<file path="src/rtl/pmem_adapter_pkg.sv">
// pmem_adapter_pkg: shared state encoding and default geometry for the line adapter
package pmem_adapter_pkg;
  typedef enum logic [1:0] {IDLE, BEAT, BACKOFF, DONE} state_t;
  localparam int BEATS = 4;
  localparam int BEAT_BITS = $clog2(BEATS);
  localparam int WORD_BYTES = 4;
  localparam int LINE_OFFSET_BITS = $clog2(BEATS * WORD_BYTES);
endpackage

</file>
<file path="src/rtl/pmem_line_buffer.sv">
// pmem_line_buffer: word-addressable line register with parallel load and flat view
module pmem_line_buffer #(
  parameter int WORD_WIDTH = 32,
  parameter int BEATS = 4,
  parameter int IDX_BITS = 2
) (
  input  logic                        clk,
  input  logic                        rst_n,
  input  logic                        load,
  input  logic [BEATS*WORD_WIDTH-1:0] load_line,
  input  logic                        store,
  input  logic [IDX_BITS-1:0]         idx,
  input  logic [WORD_WIDTH-1:0]       store_word,
  output logic [WORD_WIDTH-1:0]       word,
  output logic [BEATS*WORD_WIDTH-1:0] line
);
  logic [WORD_WIDTH-1:0] words [BEATS];
  // whole-line load wins over a single-word store
  always_ff @(posedge clk or negedge rst_n)
    if (!rst_n)
      for (int i = 0; i < BEATS; i++) words[i] <= '0;
    else if (load)
      for (int i = 0; i < BEATS; i++) words[i] <= load_line[i*WORD_WIDTH +: WORD_WIDTH];
    else if (store)
      words[idx] <= store_word;
  assign word = words[idx];
  for (genvar g = 0; g < BEATS; g++) begin : g_flat
    assign line[g*WORD_WIDTH +: WORD_WIDTH] = words[g];
  end
endmodule

</file>
<file path="src/rtl/pmem_line_adapter.sv">
// pmem_line_adapter: splits one line-wide cache transaction into word beats on the memory bus
module pmem_line_adapter
  import pmem_adapter_pkg::*;
#(
  parameter int ADDR_WIDTH = 32,
  parameter int WORD_WIDTH = WORD_BYTES * 8,
  parameter int LINE_WIDTH = BEATS * WORD_WIDTH
) (
  input  logic                  clk,
  input  logic                  rst_n,
  input  logic                  cache_action_stb,
  input  logic                  cache_action_cyc,
  input  logic                  cache_write,
  input  logic [ADDR_WIDTH-1:0] cache_addr,
  input  logic [LINE_WIDTH-1:0] cache_wdata,
  output logic [LINE_WIDTH-1:0] cache_rdata,
  output logic                  cache_resp,
  output logic                  cache_retry,
  output logic                  mem_action_stb,
  output logic                  mem_action_cyc,
  output logic                  mem_write,
  output logic [ADDR_WIDTH-1:0] mem_addr,
  output logic [WORD_WIDTH-1:0] mem_wdata,
  input  logic [WORD_WIDTH-1:0] mem_rdata,
  input  logic                  mem_resp,
  input  logic                  mem_retry
);
  localparam int nbeats = LINE_WIDTH / WORD_WIDTH;
  localparam int bits = $clog2(nbeats);
  localparam int word_off = $clog2(WORD_WIDTH / 8);
  localparam logic [ADDR_WIDTH-1:0] off_mask = ADDR_WIDTH'(LINE_WIDTH / 8 - 1);
  state_t state, state_n;
  logic [bits-1:0] beat;
  logic [ADDR_WIDTH-1:0] base;
  logic wr, req, accept, beat_done, last;
  logic [LINE_WIDTH-1:0] line, fill_line;
  logic [WORD_WIDTH-1:0] word;
  assign req = cache_action_stb & cache_action_cyc;
  assign accept = (state == IDLE) & req;
  assign beat_done = (state == BEAT) & mem_resp;
  assign last = &beat;
  assign cache_retry = rst_n & req & ~cache_resp;
  assign mem_write = mem_action_stb & wr;
  assign mem_addr = mem_action_stb ? base + (ADDR_WIDTH'(beat) << word_off) : '0;
  assign mem_wdata = mem_action_stb ? word : '0;
  pmem_line_buffer #(.WORD_WIDTH(WORD_WIDTH), .BEATS(nbeats), .IDX_BITS(bits)) u_buf (
    .clk(clk),
    .rst_n(rst_n),
    .load(accept),
    .load_line(cache_wdata),
    .store(beat_done & ~wr),
    .idx(beat),
    .store_word(mem_rdata),
    .word(word),
    .line(line)
  );
  // state register
  always_ff @(posedge clk or negedge rst_n)
    if (!rst_n) state <= IDLE;
    else state <= state_n;
  // next state and bus control; a response outranks a simultaneous retry
  always_comb begin
    state_n = state;
    mem_action_stb = 1'b0;
    mem_action_cyc = 1'b0;
    cache_resp = 1'b0;
    case (state)
      IDLE: state_n = req ? BEAT : IDLE;
      BEAT: begin
        mem_action_stb = 1'b1;
        mem_action_cyc = 1'b1;
        state_n = mem_resp ? (last ? DONE : BEAT) : (mem_retry ? BACKOFF : BEAT);
      end
      BACKOFF: begin
        mem_action_cyc = 1'b1;
        state_n = BEAT;
      end
      default: begin
        cache_resp = 1'b1;
        state_n = IDLE;
      end
    endcase
  end
  // the last fill word bypasses the buffer so cache_rdata is complete while cache_resp is high
  always_comb begin
    fill_line = line;
    fill_line[beat*WORD_WIDTH +: WORD_WIDTH] = mem_rdata;
  end
  // request latch, beat counter (wraps to 0 after the last beat) and filled-line register
  always_ff @(posedge clk or negedge rst_n)
    if (!rst_n) begin
      base <= '0;
      wr <= 1'b0;
      beat <= '0;
      cache_rdata <= '0;
    end else begin
      if (accept) begin
        base <= cache_addr & ~off_mask;
        wr <= cache_write;
        beat <= '0;
      end
      if (beat_done) beat <= beat + 1'b1;
      if (beat_done && last && !wr) cache_rdata <= fill_line;
    end
endmodule

</file>
<file path="config.mk">
export PLATFORM = sky130hd
export DESIGN_NAME = pmem_line_adapter
export DESIGN_NICKNAME = d
export VERILOG_FILES = /design/src/rtl/pmem_adapter_pkg.sv /design/src/rtl/pmem_line_buffer.sv /design/src/rtl/pmem_line_adapter.sv
export SDC_FILE = /design/constraint.sdc
export NUM_CORES = 1
export LEC_CHECK = 0
export BUFFER_PORTS_ARGS = -buffer_cell sky130_fd_sc_hd__buf_2
export CORE_MARGIN = 1.5
export CORE_UTILIZATION = 53
export DETAILED_ROUTE_END_ITERATION = 16
export HOLD_SLACK_MARGIN = 0.1
export PLACE_DENSITY = 0.78
export SLEW_MARGIN = 15
export SYNTH_ARGS = -nofsm -noshare
export SYNTH_HDL_FRONTEND = slang
export SYNTH_HIERARCHICAL = 1
export SYNTH_SLANG_ARGS = --single-unit
</file>
<file path="constraint.sdc">
create_clock -name clk -period 2.55 [get_ports clk]
set_input_delay 0 -clock clk [delete_from_list [all_inputs] [get_ports clk]]
set_output_delay 0 -clock clk [all_outputs]
set_load 0.1 [all_outputs]
</file>
==> results.cfg, run 1 <==
[clock_tree]
clock_path_buffers = 3
clk_latency_ps = 570
cts_root_buf = clkbuf_16
numClockSinks = 289
cts_tree = yes
cts_buffers = 31
postCtsSetupBuffers = 0
htreeDepth = 1
clkTransAtPathRegs_ps = 60

[synth]
synthTopCellsByCount = dfrtp_1, a21oi_1, nor2_1
synth_most_common_cell = dfrtp_1
syn-cell-area_mm2 = 0.0147
synth_edf_count = 0
ys_seq_elements = 289
synth_async_sr_flop_share = 1.00
synth_area_leaders = dfrtp_1, a21oi_1, nor2b_1, mux4_2, nor2_1
synth_largest_area_cell = dfrtp_1
syn_avg_cell_area_um2 = 9.98
synth_seq_area_share = 0.494
synthCells = 1468
synth_cell_type_count = 38
yosysWarnings = 6
yosysTopAreaCellShare = 0.494
synth_flop_cell = dfrtp_1

[timing]
fin_hold_ws_ps = 180
setup_viol = 0
setup_slack_ps = 42.0
slew_viol_final = 0
hold_viol = 0
worst-slew-pin-transition_ps = 1050
period_share = 0.984
slew_headroom = 0.296
finalCriticalPeriod_ps = 2510
fmax_mhz = 399
clock_skew_ps = 12.4

[worst_setup_path]
arrival_ps = 2510
r2r-start = state[1]$_DFF_PN0_
cp.required_ps = 2550
cp-start-kind = register
crit_type = reg2out
cp-end-kind = output port
worstSetupStartpoint = state[1]$_DFF_PN0_
cp_max_fo = 47

[pwr]
p_seq_frac = 0.265
p_comb_frac = 0.567
power_switching_mw = 15.9
intPower_mw = 13.5
p_clk_frac = 0.168
ir_drop_mv = 1.29
sw_frac_of_total = 0.540
powerDensity_mw_per_mm2 = 1460
p_leak_nw = 9.62
power_mw = 29.4

[floorplan]
dieArea_mm2 = 0.0287
chipHeight_um = 169
start_util = 0.542
num_rows = 60
core-area_mm2 = 0.0270
die_w_um = 169
ioPinCount = 396

[final_layout]
finish.net_count = 2226
synthToLayoutAreaGrowth_pct = 37.7
final_core_util = 0.747
drive_above_1_share = 0.296

[flow_run]
drv_cap = 0

[routing]
wire_per_inst_um = 23.2
viasPerCell = 6.20
vias = 14772
ant_nets = 0
drtPass1Iterations = 5
drtIter0Drc = 1977
drt_wl_total_mm = 55.3
drcViolationCount = 0

[grt]
antenna_found_initial = 1
grt_overflow = 0
grt_max_degree = 104
grtUsageTotal = 0.377
grt_pass1_wl_mm = 83.5
grt_pass1_vias = 15005

[place]
port_buffers = 389
gp_congestion = 0.876
post-place-ws_ps = 45.3
hpwl_mm = 31.6

[worst_hold_path]
min_path_type = in2reg
hp-start = cache_action_cyc

[status]
status = finished, final reports clean
[worst paths after layout]
| check | to | slack [ps] | depth (start not counted) |
|---|---|---|---|
| max reg2reg | u_buf/line[84]$_DFFE_PN0P_ | 100 | 8 |
| max in group asynchronous | beat[0]$_DFFE_PN0P_ | 1310 | 4 |
| min reg2reg | cache_rdata[104]$_DFFE_PN0P_ | 480 | 2 |
| min | state[0]$_DFF_PN0_ | 180 | 4 |
| min in group asynchronous | cache_rdata[124]$_DFFE_PN0P_ | 630 | 4 |
| max | mem_addr[23] | 40 | 6 |
[kinds of logic after synthesis]
family,count (synthesis),synth area share
other cells,1,0.000256
compound gates,393,0.170
buf+inv,137,0.0570
flops,289,0.494
mux,61,0.0715
fa+ha+maj,10,0.00854
simple gates,577,0.199
[worst max-delay path, stage by stage, from the launching register on]
cell	delay (ps)
dfrtp_1	410
inv_1	120
ha_4	140
buf_4	320
buf_8	310
and2_1	180
buf_2	420
[power by group through the flow]
| stage | clock [mW] | sequential [mW] | combinational (mW) |
|---|---|---|---|
| 6_report | 4.95 | 7.79 | 16.7 |
| 5_1_grt | 5.15 | 7.94 | 17.3 |
| 4_1_cts | 4.95 | 7.68 | 16.2 |
| 3_5_place_dp | 0 | 7.74 | 15.8 |
| 3_3_place_gp | 0 | 7.65 | 15.5 |
| 2_1_floorplan | 0 | 11.3 | 8.89 |
[stage by stage]
stage          area (um^2)  cells  TNS [ps]
2_1_floorplan        14700   1469         0
3_3_place_gp         16800   2118         0
3_5_place_dp         16800   2118         0
4_1_cts              20100   2382         0
5_1_grt              20200   2383     -18.6
6_report             20200   2383         0
[metal layers]
layer / global-route usage / wire length, um
met1: 0.470 / 19600
met2: 0.614 / 26100
met3: 0.0809 / 6230
met4: 0.207 / 3300
met5: 0 / 0
[placed cells by master, fill, tap and decap left out, types with 6 or more instances in the layout]
cell type      netlist  layout
clkbuf_8             0      10
mux4_2              32      32
nor2_1             157     155
a21oi_1            245     245
clkbuf_4             0      23
clkbuf_16            0      31
mux2_2              29      29
buf_12               0      15
o21ai_0              6       6
nand2_1            141     141
a21oi_2             19      19
buf_2               44     357
bufinv_16            0       6
nand2b_1            34      34
dlygate4sd3_1        0     206
nand4_1             32      32
a22o_1              27      27
a221oi_1            48      48
nor2b_1            129     128
buf_4               19      41
a31oi_1             32      32
and2_1              63      63
dfrtp_1            289     287
a221oi_2            11      11
ha_1                10       8
[sequential cells by signal (all words and copies together), names as in the netlist]
name / flops
state: 2
base: 28
u_buf/line: 128
beat: 2
wr: 1
cache_rdata: 128
[area by class of cell]
cell class                 count  area, um^2
clock buffer                  44         925
timing repair buffer         645        4670
multi-input combinational   1043        6660
tap                          341         427
fill                        1793        6850
clock inverter                13         199
inverter                       7        52.6
sequential                   289        7240
antenna                        1        2.50
[timing repair]
item	in CTS	in global routing
hold endpoints to repair	578	0
resized for setup	10	31
hold buffers	207	0
endpoints found under the setup margin	46	55
Power figures use the tool's default switching activity.
==> run 2: changes to the inputs <==
--- a/config.mk
+++ b/config.mk
@@ -6,8 +6,10 @@
 export NUM_CORES = 1
 export LEC_CHECK = 0
 export BUFFER_PORTS_ARGS = -buffer_cell sky130_fd_sc_hd__buf_2
+export CELL_PAD_IN_SITES_DETAIL_PLACEMENT = 1
+export CELL_PAD_IN_SITES_GLOBAL_PLACEMENT = 1
 export CORE_MARGIN = 1.5
-export CORE_UTILIZATION = 53
+export CORE_UTILIZATION = 40
 export DETAILED_ROUTE_END_ITERATION = 16
 export HOLD_SLACK_MARGIN = 0.1
 export PLACE_DENSITY = 0.78
==> run 2 against run 1 <==
  * Maximum frequency grew 1.5%
  * Critical endpoint is now mem_wdata[21]
  * Highest routed layer unchanged
  * First-iteration DRC count shrank 40%
  * Sequential power up 0.8%
  * Combinational power is essentially flat
  * Sequential cell count stayed put
==> results.cfg, run 2 (same netlist as run 1, synthesis figures left out) <==
[floorplan]
core-area_mm2 = 0.0358
die_w_um = 194
ioPinCount = 396
dieArea_mm2 = 0.0378
chipHeight_um = 194
num_rows = 69
start_util = 0.409

[routing]
ant_nets = 0
wl_met2_mm = 31.9
met1_length_mm = 24.6
viasPerCell = 5.91
vias = 14810
met3_length_mm = 5.16
wire_per_inst_um = 26.0
drtIter0Drc = 1189
highest_layer = met4
drcViolationCount = 0
drtPass1Iterations = 5
drt_wl_total_mm = 65.2

[clock_tree]
numClockSinks = 289
cts_buffers = 35
clkTransAtPathRegs_ps = 60
clock_path_buffers = 3
htreeDepth = 2
postCtsSetupBuffers = 0
cts_tree = yes
cts_root_buf = clkbuf_16
clk_latency_ps = 540

[worst_setup_path]
crit_buf_inv = 2
cp-end-kind = output port
max_stage_delay_ps = 570
r2r_slack_ps = 90
slowest_stage = mux4_2
crit_type = reg2out
arrival_ps = 2470
critPathTopFamily = buffers and inverters
cp-start-kind = register
cp_max_fo = 26
crit_chain = buf_6, mux4_2, and2_1, buf_2
cp.required_ps = 2550

[grt]
antenna_found_initial = 4
grt_max_degree = 92
grt_pass1_vias = 16018
grtUsageTotal = 0.334
grt_overflow = 0
grt_pass1_wl_mm = 96.7

[timing]
rsz0062_at_grt = no
finalCriticalPeriod_ps = 2470
worst-slew-pin-transition_ps = 1130
period_share = 0.969
fmax_mhz = 405
slew_headroom = 0.243
slew_viol_final = 0
fin_tns_setup_ps = 0
setup_viol = 0
clock_skew_ps = 18.6
hold_viol = 0

[place]
gp_congestion = 0.830
port_buffers = 389
dp.cells = 2238
hpwl_mm = 36.2

[pwr]
powerDensity_mw_per_mm2 = 1470
p_clk_frac = 0.170
sw_frac_of_total = 0.551
p_seq_frac = 0.264
power_switching_mw = 16.4
p_comb_frac = 0.567
ir_drop_mv = 0.788
power_mw = 29.8
intPower_mw = 13.4
p_leak_nw = 9.63

[flow_run]
drv_cap = 0

[final_layout]
drive_above_1_share = 0.300
finish.net_count = 2229
final_cells = 2505
fillCellCount = 4009
layout_commonest_cell = buf_2
layout_common_cells = buf_2, dfrtp_1, a21oi_1, dlygate4sd3_1, nor2_1
synthToLayoutAreaGrowth_pct = 38.0

[worst_hold_path]
min_path_type = in2reg

[status]
status = finished, final reports clean
-- run 2: changes by cell type in the layout (fill, tap and decap cells not counted), sizes merged --
| cell | previous run | this run |
|---|---|---|
| diode | 1 | 4 |
| bufinv | 6 | 2 |
| clkinv | 6 | 5 |
| nor2 | 158 | 159 |
| buf | 416 | 439 |
| clkbuf | 67 | 52 |
| dlygate4sd3 | 206 | 202 |
| inv | 6 | 7 |
| clkinvlp | 2 | 0 |
-- run 2: what timing repair did --
| item | in CTS | in global routing |
|---|---|---|
| endpoints found under the setup margin | 6 | 52 |
| gates cloned | 0 | 3 |
| hold buffers | 203 | 0 |
| hold endpoints to repair | 578 | 0 |
| resized for setup | 1 | 15 |
-- run 2: layer usage --
| metal | vias to the layer above | GRT usage |
|---|---|---|
| met5 | - | 0 |
| met4 | 0 | 0.181 |
| met1 | 7538 | 0.397 |
| met2 | 803 | 0.565 |
| met3 | 233 | 0.0746 |
| li1 | 6236 | - |
-- run 2: worst reg2reg max path, cell delays in order (launching register included) --
cell,delay [ps]
dfrtp_1,440
inv_1,110
ha_1,190
nand3_4,170
bufinv_16,310
buf_16,250
nor2b_1,220
a21oi_1,70
dlygate4sd3_1,550
-- run 2: cell type report --
class                   instances  area [um^2]  share of cell area
flip-flops and latches        289         7240               0.358
diodes                          4         10.0            0.000495
clock inverters                 5         50.0             0.00248
clock buffers                  52         1080              0.0535
repair buffers                641         4500               0.223
well taps                     461          577              0.0285
repair inverters                2         17.5            0.000866
multi-input cells            1044         6690               0.331
inverters                       7         52.6             0.00260
-- run 2: power by group through the flow --
| stage | logic [mW] | clock network (mW) | registers, mW |
|---|---|---|---|
| after floorplan | 8.89 | 0 | 11.3 |
| after global placement | 15.7 | 0 | 7.66 |
| after detailed placement | 16.0 | 0 | 7.78 |
| after CTS | 16.5 | 5.06 | 7.73 |
| after global routing | 17.5 | 5.26 | 8.05 |
| final | 16.9 | 5.06 | 7.85 |
-- run 2: final timing paths --
kind	start	endpoint	depth (start not counted)
max	beat[0]$_DFFE_PN0P_	mem_wdata[21]	4
min	cache_action_cyc	u_buf/line[95]$_DFFE_PN0P_	5
max reg2reg	state[0]$_DFF_PN0_	u_buf/line[73]$_DFFE_PN0P_	8
min reg2reg	cache_rdata[98]$_DFFE_PN0P_	cache_rdata[98]$_DFFE_PN0P_	2
max in group asynchronous	rst_n	u_buf/line[44]$_DFFE_PN0P_	3
min in group asynchronous	rst_n	u_buf/line[58]$_DFFE_PN0P_	3
-- run 2: metrics by stage --
step / hold slack, ps / cell area [um^2] / utilization / setup WS [ps]
floorplan: -296 / 14700 / - / 161
global placement: -35.7 / 16900 / 0.473 / 251
detailed placement: -28.7 / 16900 / 0.473 / 97.8
CTS: 112 / 20100 / 0.562 / 31.3
global route: 120 / 20200 / 0.564 / 4.44
finish: 72.4 / 20200 / 0.564 / 79.7
